## config.mk

```make
export PLATFORM = sky130hd
export DESIGN_NAME = pisr2
export DESIGN_NICKNAME = d
export VERILOG_FILES = /design/src/rtl/pisr2_pkg.sv /design/src/rtl/pisr2_shreg.sv /design/src/rtl/pisr2.sv
export SDC_FILE = /design/constraint.sdc
export NUM_CORES = 1
export LEC_CHECK = 0
export ABC_CLOCK_PERIOD_IN_PS = 2750
export BUFFER_PORTS_ARGS = -buffer_cell sky130_fd_sc_hd__buf_2
export CAP_MARGIN = 20
export CORE_UTILIZATION = 40
export CTS_CLUSTER_DIAMETER = 100
export DETAILED_ROUTE_END_ITERATION = 8
export PLACE_DENSITY = 0.6
export SLEW_MARGIN = 20
export SYNTH_ARGS = -nofsm -noshare
export SYNTH_HDL_FRONTEND = slang
export SYNTH_SLANG_ARGS = --single-unit
```

## constraint.sdc

```tcl
create_clock -name clk -period 2.75 [get_ports clk]
set_clock_uncertainty 0.05 [all_clocks]
set_input_delay 0.825 -clock clk [delete_from_list [all_inputs] [get_ports clk]]
set_output_delay 0.825 -clock clk [all_outputs]
set_load 0.03 [all_outputs]
```

## src/rtl/pisr2_pkg.sv

```systemverilog
// Shared types and helpers for the pisr2 parallel-in/serial-out transmitter.
package pisr2_pkg;

  typedef enum logic [1:0] {
    ST_IDLE  = 2'd0,
    ST_SHIFT = 2'd1,
    ST_GAP   = 2'd2
  } state_t;

  localparam int PAR_NONE = 0;
  localparam int PAR_EVEN = 1;
  localparam int PAR_ODD  = 2;

  // Number of serial beats in one frame: data bits plus an optional parity bit.
  function automatic int frame_len(input int width, input int parity);
    return width + ((parity != PAR_NONE) ? 1 : 0);
  endfunction

endpackage

```

## src/rtl/pisr2_shreg.sv

```systemverilog
// WIDTH+1-bit loadable shift register; the parity bit sits next to the last data bit
// so it falls out of the serial end right after the data.
module pisr2_shreg #(
  parameter int WIDTH     = 8,
  parameter bit MSB_FIRST = 1'b1
) (
  input  logic             clk,
  input  logic             clr,
  input  logic             load,
  input  logic             shift,
  input  logic [WIDTH-1:0] din,
  input  logic             par,
  output logic             bit_out
);

  logic [WIDTH:0] sr;

  always_ff @(posedge clk or posedge clr) begin
    if (clr) begin
      sr <= '0;
    end else if (load) begin
      sr <= MSB_FIRST ? {din, par} : {par, din};
    end else if (shift) begin
      sr <= MSB_FIRST ? {sr[WIDTH-1:0], 1'b0} : {1'b0, sr[WIDTH:1]};
    end
  end

  assign bit_out = MSB_FIRST ? sr[WIDTH] : sr[0];

endmodule

```

## src/rtl/pisr2.sv

```systemverilog
// Parallel-in/serial-out transmitter: accepts a word, emits it one bit per accepted
// beat with optional parity, then idles for GAP cycles before taking the next word.
module pisr2
  import pisr2_pkg::*;
#(
  parameter int WIDTH     = 8,
  parameter int MSB_FIRST = 1,
  parameter int PARITY    = 0,
  parameter int GAP       = 1
) (
  input  logic             clk,
  input  logic             clr,
  input  logic [WIDTH-1:0] pin,
  input  logic             pin_valid,
  output logic             pin_ready,
  output logic             sout,
  output logic             sout_valid,
  input  logic             sout_ready,
  output logic             sout_last,
  output logic             busy
);

  localparam int N  = frame_len(WIDTH, PARITY);
  localparam int CW = $clog2(WIDTH + 2);

  state_t          state, state_nx;
  logic [CW-1:0]   cnt;
  logic [3:0]      gcnt;
  logic            rdy_q;
  logic            cap, beat, par_bit, sh_out;

  // Handshakes: a transfer happens on a cycle where valid and ready are both high at
  // the rising edge; valid holds its data until then, and ready never depends on valid.
  assign cap  = (state == ST_IDLE) & pin_valid & rdy_q;
  assign beat = (state == ST_SHIFT) & sout_ready;

  always_comb begin
    par_bit = 1'b0;
    if (PARITY == PAR_EVEN) par_bit = ^pin;
    else if (PARITY == PAR_ODD) par_bit = ~^pin;
  end

  always_comb begin
    state_nx = state;
    case (state)
      ST_IDLE:  if (cap) state_nx = ST_SHIFT;
      ST_SHIFT: if (beat && cnt == CW'(1)) state_nx = (GAP != 0) ? ST_GAP : ST_IDLE;
      ST_GAP:   if (gcnt <= 4'd1) state_nx = ST_IDLE;
      default:  state_nx = ST_IDLE;
    endcase
  end

  always_ff @(posedge clk or posedge clr) begin
    if (clr) begin
      state <= ST_IDLE;
      rdy_q <= 1'b0;
      cnt   <= '0;
      gcnt  <= '0;
    end else begin
      state <= state_nx;
      rdy_q <= (state_nx == ST_IDLE);
      if (cap) cnt <= CW'(N);
      else if (beat) cnt <= cnt - 1'b1;
      if (beat && cnt == CW'(1)) gcnt <= 4'(GAP);
      else if (state == ST_GAP) gcnt <= gcnt - 4'd1;
    end
  end

  pisr2_shreg #(
    .WIDTH    (WIDTH),
    .MSB_FIRST(MSB_FIRST != 0)
  ) u_shreg (
    .clk    (clk),
    .clr    (clr),
    .load   (cap),
    .shift  (beat),
    .din    (pin),
    .par    (par_bit),
    .bit_out(sh_out)
  );

  // Outputs decode registered state only, so a reset drops them immediately.
  assign pin_ready  = rdy_q;
  assign sout_valid = (state == ST_SHIFT);
  assign sout       = sout_valid & sh_out;
  assign sout_last  = sout_valid & (cnt == CW'(1));
  assign busy       = (state != ST_IDLE);

endmodule

```

; After elaboration in Yosys (flattened, before gate mapping)
; Cells that the tools add are included.
[word_totals]
word_cells = 32
ff_bits = 20
rom_bits = 0
latch_bits = 0
memories = 0
inputBits = 12
ramBits = 0
[op_classes]
n_eq_ne = 3
n_addsub = 2
shifts = 0
n_mux = 10
n_reduce_logical = 6
div = 0
n_lt_le_gt_ge = 1
bitwise = 5
mul = 0
[ops]
columns = op, n
row1 = two-way mux 9 bit, 2
row2 = two-way mux 4 bit, 4
row3 = subtractor 4 x 1 -> 4 bit (second input constant), 2
row4 = two-way mux 2 bit, 3
row5 = case mux 2 bit (3 select lines), 1
row6 = nonzero test 2 bit, 3
row7 = AND 1 bit, 5
row8 = equality test 4 x 1 -> 1 bit (second input constant), 1
row9 = less-or-equal comparator 4 x 1 -> 1 bit (second input constant), 1
row10 = zero test 2 bit, 2
row11 = equality test 2 x 1 -> 1 bit (second input constant), 1
row12 = equality test 2 bit (second input constant), 1
row13 = logical AND 1 bit, 1

; Longest topological paths before layout
[depth]
word_depth = 6
mapped_depth = 5
depth_no_buf = 5

; Modules after synthesis
; A second synthesis with hierarchy kept.
[unflattened]
hier_cells = 103
hier_area_um2 = 1074.8
[modules_own_cells]
columns = module, area_each_um2, cells_each, seq_area_each_um2, n_inst
row1 = pisr2, 635.6, 63, 275.3, 1
row2 = pisr2_shreg, 439.2, 40, 225.2, 1

; Worst setup path after synthesis
; No wires, ideal clock.
[synth_timing]
path_type = reg-to-output
from = register cnt[1]
to = output port sout_last
path_buffers = 0
stages_incl_launch_ff = 5
arrival_ps = 1363
path_slack_ps = 512
path_cell_list = dfrtp_1 -> inv_1 -> ha_1 -> nand3b_4 -> nor3_1
[synth_between]
elab_chain_cells = 2
[synth_lines]
columns = item, line_no
row1 = from (decl), pisr2.sv:27  ; logic [CW-1:0] cnt;
row2 = from (signal assigned), pisr2.sv:62  ; if (cap) cnt <= CW'(N);
row3 = from (signal assigned), pisr2.sv:63  ; else if (beat) cnt <= cnt - 1'b1;
row4 = equality test 4 x 1 -> 1 bit, pisr2.sv:86  ; assign sout_last = sout_valid & (cnt == CW'(1));
row5 = AND 1 bit, pisr2.sv:86
row6 = to (decl), pisr2.sv:19  ; output logic sout_last,
; Every way passes these cells.

; Worst setup path in the final report
; Ends and elaborated chain as after synthesis.

==> flow_metrics.tcl <==
set metrics [dict create \
    die_height_microns 51.6 \
    syn2layout_area_growth_pct 11.5 \
    grt_pass1_vias 700 \
    setup_viol 0 \
    outcome "finished clean" \
    syn_inst 85 \
    synth_area_leader_cell "dfrtp_1" \
    critPathCapture "sout_last" \
    worstSkewPairLatency_ns 0.29 \
    cts_root_buf "clkbuf_4" \
    clkSlewWorstSetupHoldPaths_ns 0.10 \
    die_w_microns 51.6 \
    synth_top_cells_by_area "dfrtp_1 48%, a22o_1 8.0%, a21o_1 6.1%" \
    totalWireLength_mm 1.65 \
    synth_edf_count 0 \
    startpoint_type "flop" \
    gr-total-overflow 0 \
    critPathMaxFanout 3 \
    maxCapViolations 0 \
    cp-end-kind "primary output" \
    yosysSeqAreaShare 0.484 \
    rr_worst_depth 3 \
    slew_viol_final 0 \
    fmax_mhz 437 \
    cp.arrival_ns 1.41 \
    rsz0062_at_grt "no" \
    whs_ns 0.432 \
    antenna_cells 0 \
    clk_path_buf_depth 2 \
    hold_depth 1 \
    vias 660 \
    hold_viol_final 0 \
    timing.rr.end "cnt[0]" \
    drive_gt1_frac 0.267 \
    startpoint "cnt[1]" \
    coreArea_sq_um 2250 \
    dp_hpwl_mm 1.19 \
    p_per_area_nw_per_um2 1140 \
    grtUsageTotal 0.153 \
    tightest_slew_ns 0.730 \
    htreeDepth 1 \
    clkSinkCount 19 \
    yosysMostFrequentCell "dfrtp_1" \
    max-slew-margin-rel 0.513 \
    ioPinCount 17 \
    grt_max_degree 20 \
    reg2reg_slack_ns 1.14 \
    synth_area_sq_um 982 \
    nets 118 \
    setup_tns_ns 0 \
    synthArstFlopShare 1.00 \
    cts_tree "yes" \
    start_util 0.436 \
    period_share 0.832 \
    placementRows 17 \
    pre_cts_ws_ns 0.790 \
    drt-initial-drc-count 10 \
    synth_cell_types 32 \
    grt_pass1_wl_mm 2.97 \
    p_leak_nw 0.574 \
    cts_resized 0 \
    layout_min_cycle_time_ns 2.29 \
    gp_congestion 0.689 \
    drc_errors 0 \
    criticalPathCategory "reg -> out" \
    rr_startpoint "state[0]" \
    synth_nets 101 \
    hp-class "reg -> reg" \
    via_per_inst 5.12 \
    die_area_sq_um 2660 \
    fin_ws_ns 0.463 \
    synth.avg_cell_area_sq_um 11.6 \
    yosys_warnings 0 \
    antenna_left 0 \
    required_ns 1.88 \
    synthFlopType "dfrtp_1" \
    antenna_found_initial 0 \
    cts_setup_buffers 0 \
    synth.top_cell.area_share 0.484 \
    ys_ff_latch 19 \
    io_buffers 16 \
    cts_inserted_buffers 3 \
    peakVddDrop_mv 0.522 \
    synth.top_cells.by_count "19 x dfrtp_1, 9 x a22o_1, 8 x a21o_1" \
    hold_buffers 0 \
    first_pass_iters 3 \
    wl_per_cell_microns 12.8 \
]
==> state kept, by name, summed over array words and instances (netlist names) <==
signal / count
u_shreg.sr: 8
pin_ready: 1
state: 2
cnt: 4
gcnt: 4
==> where the power goes <==
group          switching (W)  internal, W
sequential          0.000123     0.000406
combinational       0.000301     0.000278
clock              0.0000830    0.0000564
total               0.000508     0.000740
==> area by class of cell <==
class | instances | area (sq um)
multi-input cells | 56 | 455
fillers | 214 | 1160
clock buffers | 4 | 26.3
flip-flops and latches | 19 | 475
repair buffers | 16 | 80.1
well taps | 28 | 35.0
inverters | 6 | 22.5
==> worst min path at each step <==
stage	startpoint	endpoint	slack (ns)
6_report	u_shreg.sr[8]	u_shreg.sr[8]	0.43
5_1_grt	u_shreg.sr[2]	u_shreg.sr[2]	0.46
4_1_cts	u_shreg.sr[8]	u_shreg.sr[8]	0.44
3_5_place_dp	u_shreg.sr[8]	u_shreg.sr[8]	0.41
3_3_place_gp	u_shreg.sr[7]	u_shreg.sr[7]	0.41
2_1_floorplan	u_shreg.sr[8]	u_shreg.sr[8]	0.39
==> per-stage QoR <==
| stage | total power [W] | instances | utilization | cell area, sq um |
|---|---|---|---|---|
| after floorplan | 0.00101 | 85 | - | 982 |
| after CTS | 0.00126 | 129 | 0.486 | 1090 |
| after global routing | 0.00136 | 129 | 0.486 | 1090 |
| final | 0.00125 | 129 | 0.486 | 1090 |
| after detailed placement | 0.00112 | 125 | 0.474 | 1070 |
| after global placement | 0.00110 | 125 | 0.474 | 1070 |
==> cell families (layout without fill, tap and decap cells) <==
family | after synthesis | after routing | share of synthesized area
XOR/XNOR | 3 | 3 | 0.0268
AND/OR/NAND/NOR | 24 | 24 | 0.175
buffers and inverters | 10 | 26 | 0.0522
flip-flops | 19 | 19 | 0.484
adder cells (fa/ha/maj) | 4 | 4 | 0.0510
AO/OA/AOI/OAI | 22 | 22 | 0.178
multiplexers | 3 | 3 | 0.0331
==> placed cells by master, fill, tap and decap left out, types with 2 or more instances in the layout <==
master    netlist  final
dfrtp_1        19     19
buf_2           2     16
a22o_1          9      9
a21o_1          8      8
inv_1           6      6
nor2_1          6      6
nor3_1          4      4
ha_1            4      4
clkbuf_4        0      3
mux2_2          2      2
nand3b_1        2      2
xor2_1          2      2
==> worst max-delay path, cell delays in order, from the launching register on <==
cell,delay [ns]
dfrtp_1,0.40
inv_1,0.08
ha_1,0.19
nand3b_4,0.09
nor3_1,0.14
buf_2,0.22
==> routing by layer <==
| layer | up-vias | track usage | part of all wire |
|---|---|---|---|
| met5 | - | 0 | 0 |
| met4 | 0 | 0.0405 | 0 |
| met3 | 0 | 0.0439 | 0.042 |
| met2 | 14 | 0.253 | 0.47 |
| met1 | 310 | 0.196 | 0.49 |
| li1 | 336 | - | - |
No activity file was read; power rests on OpenSTA's default activity.
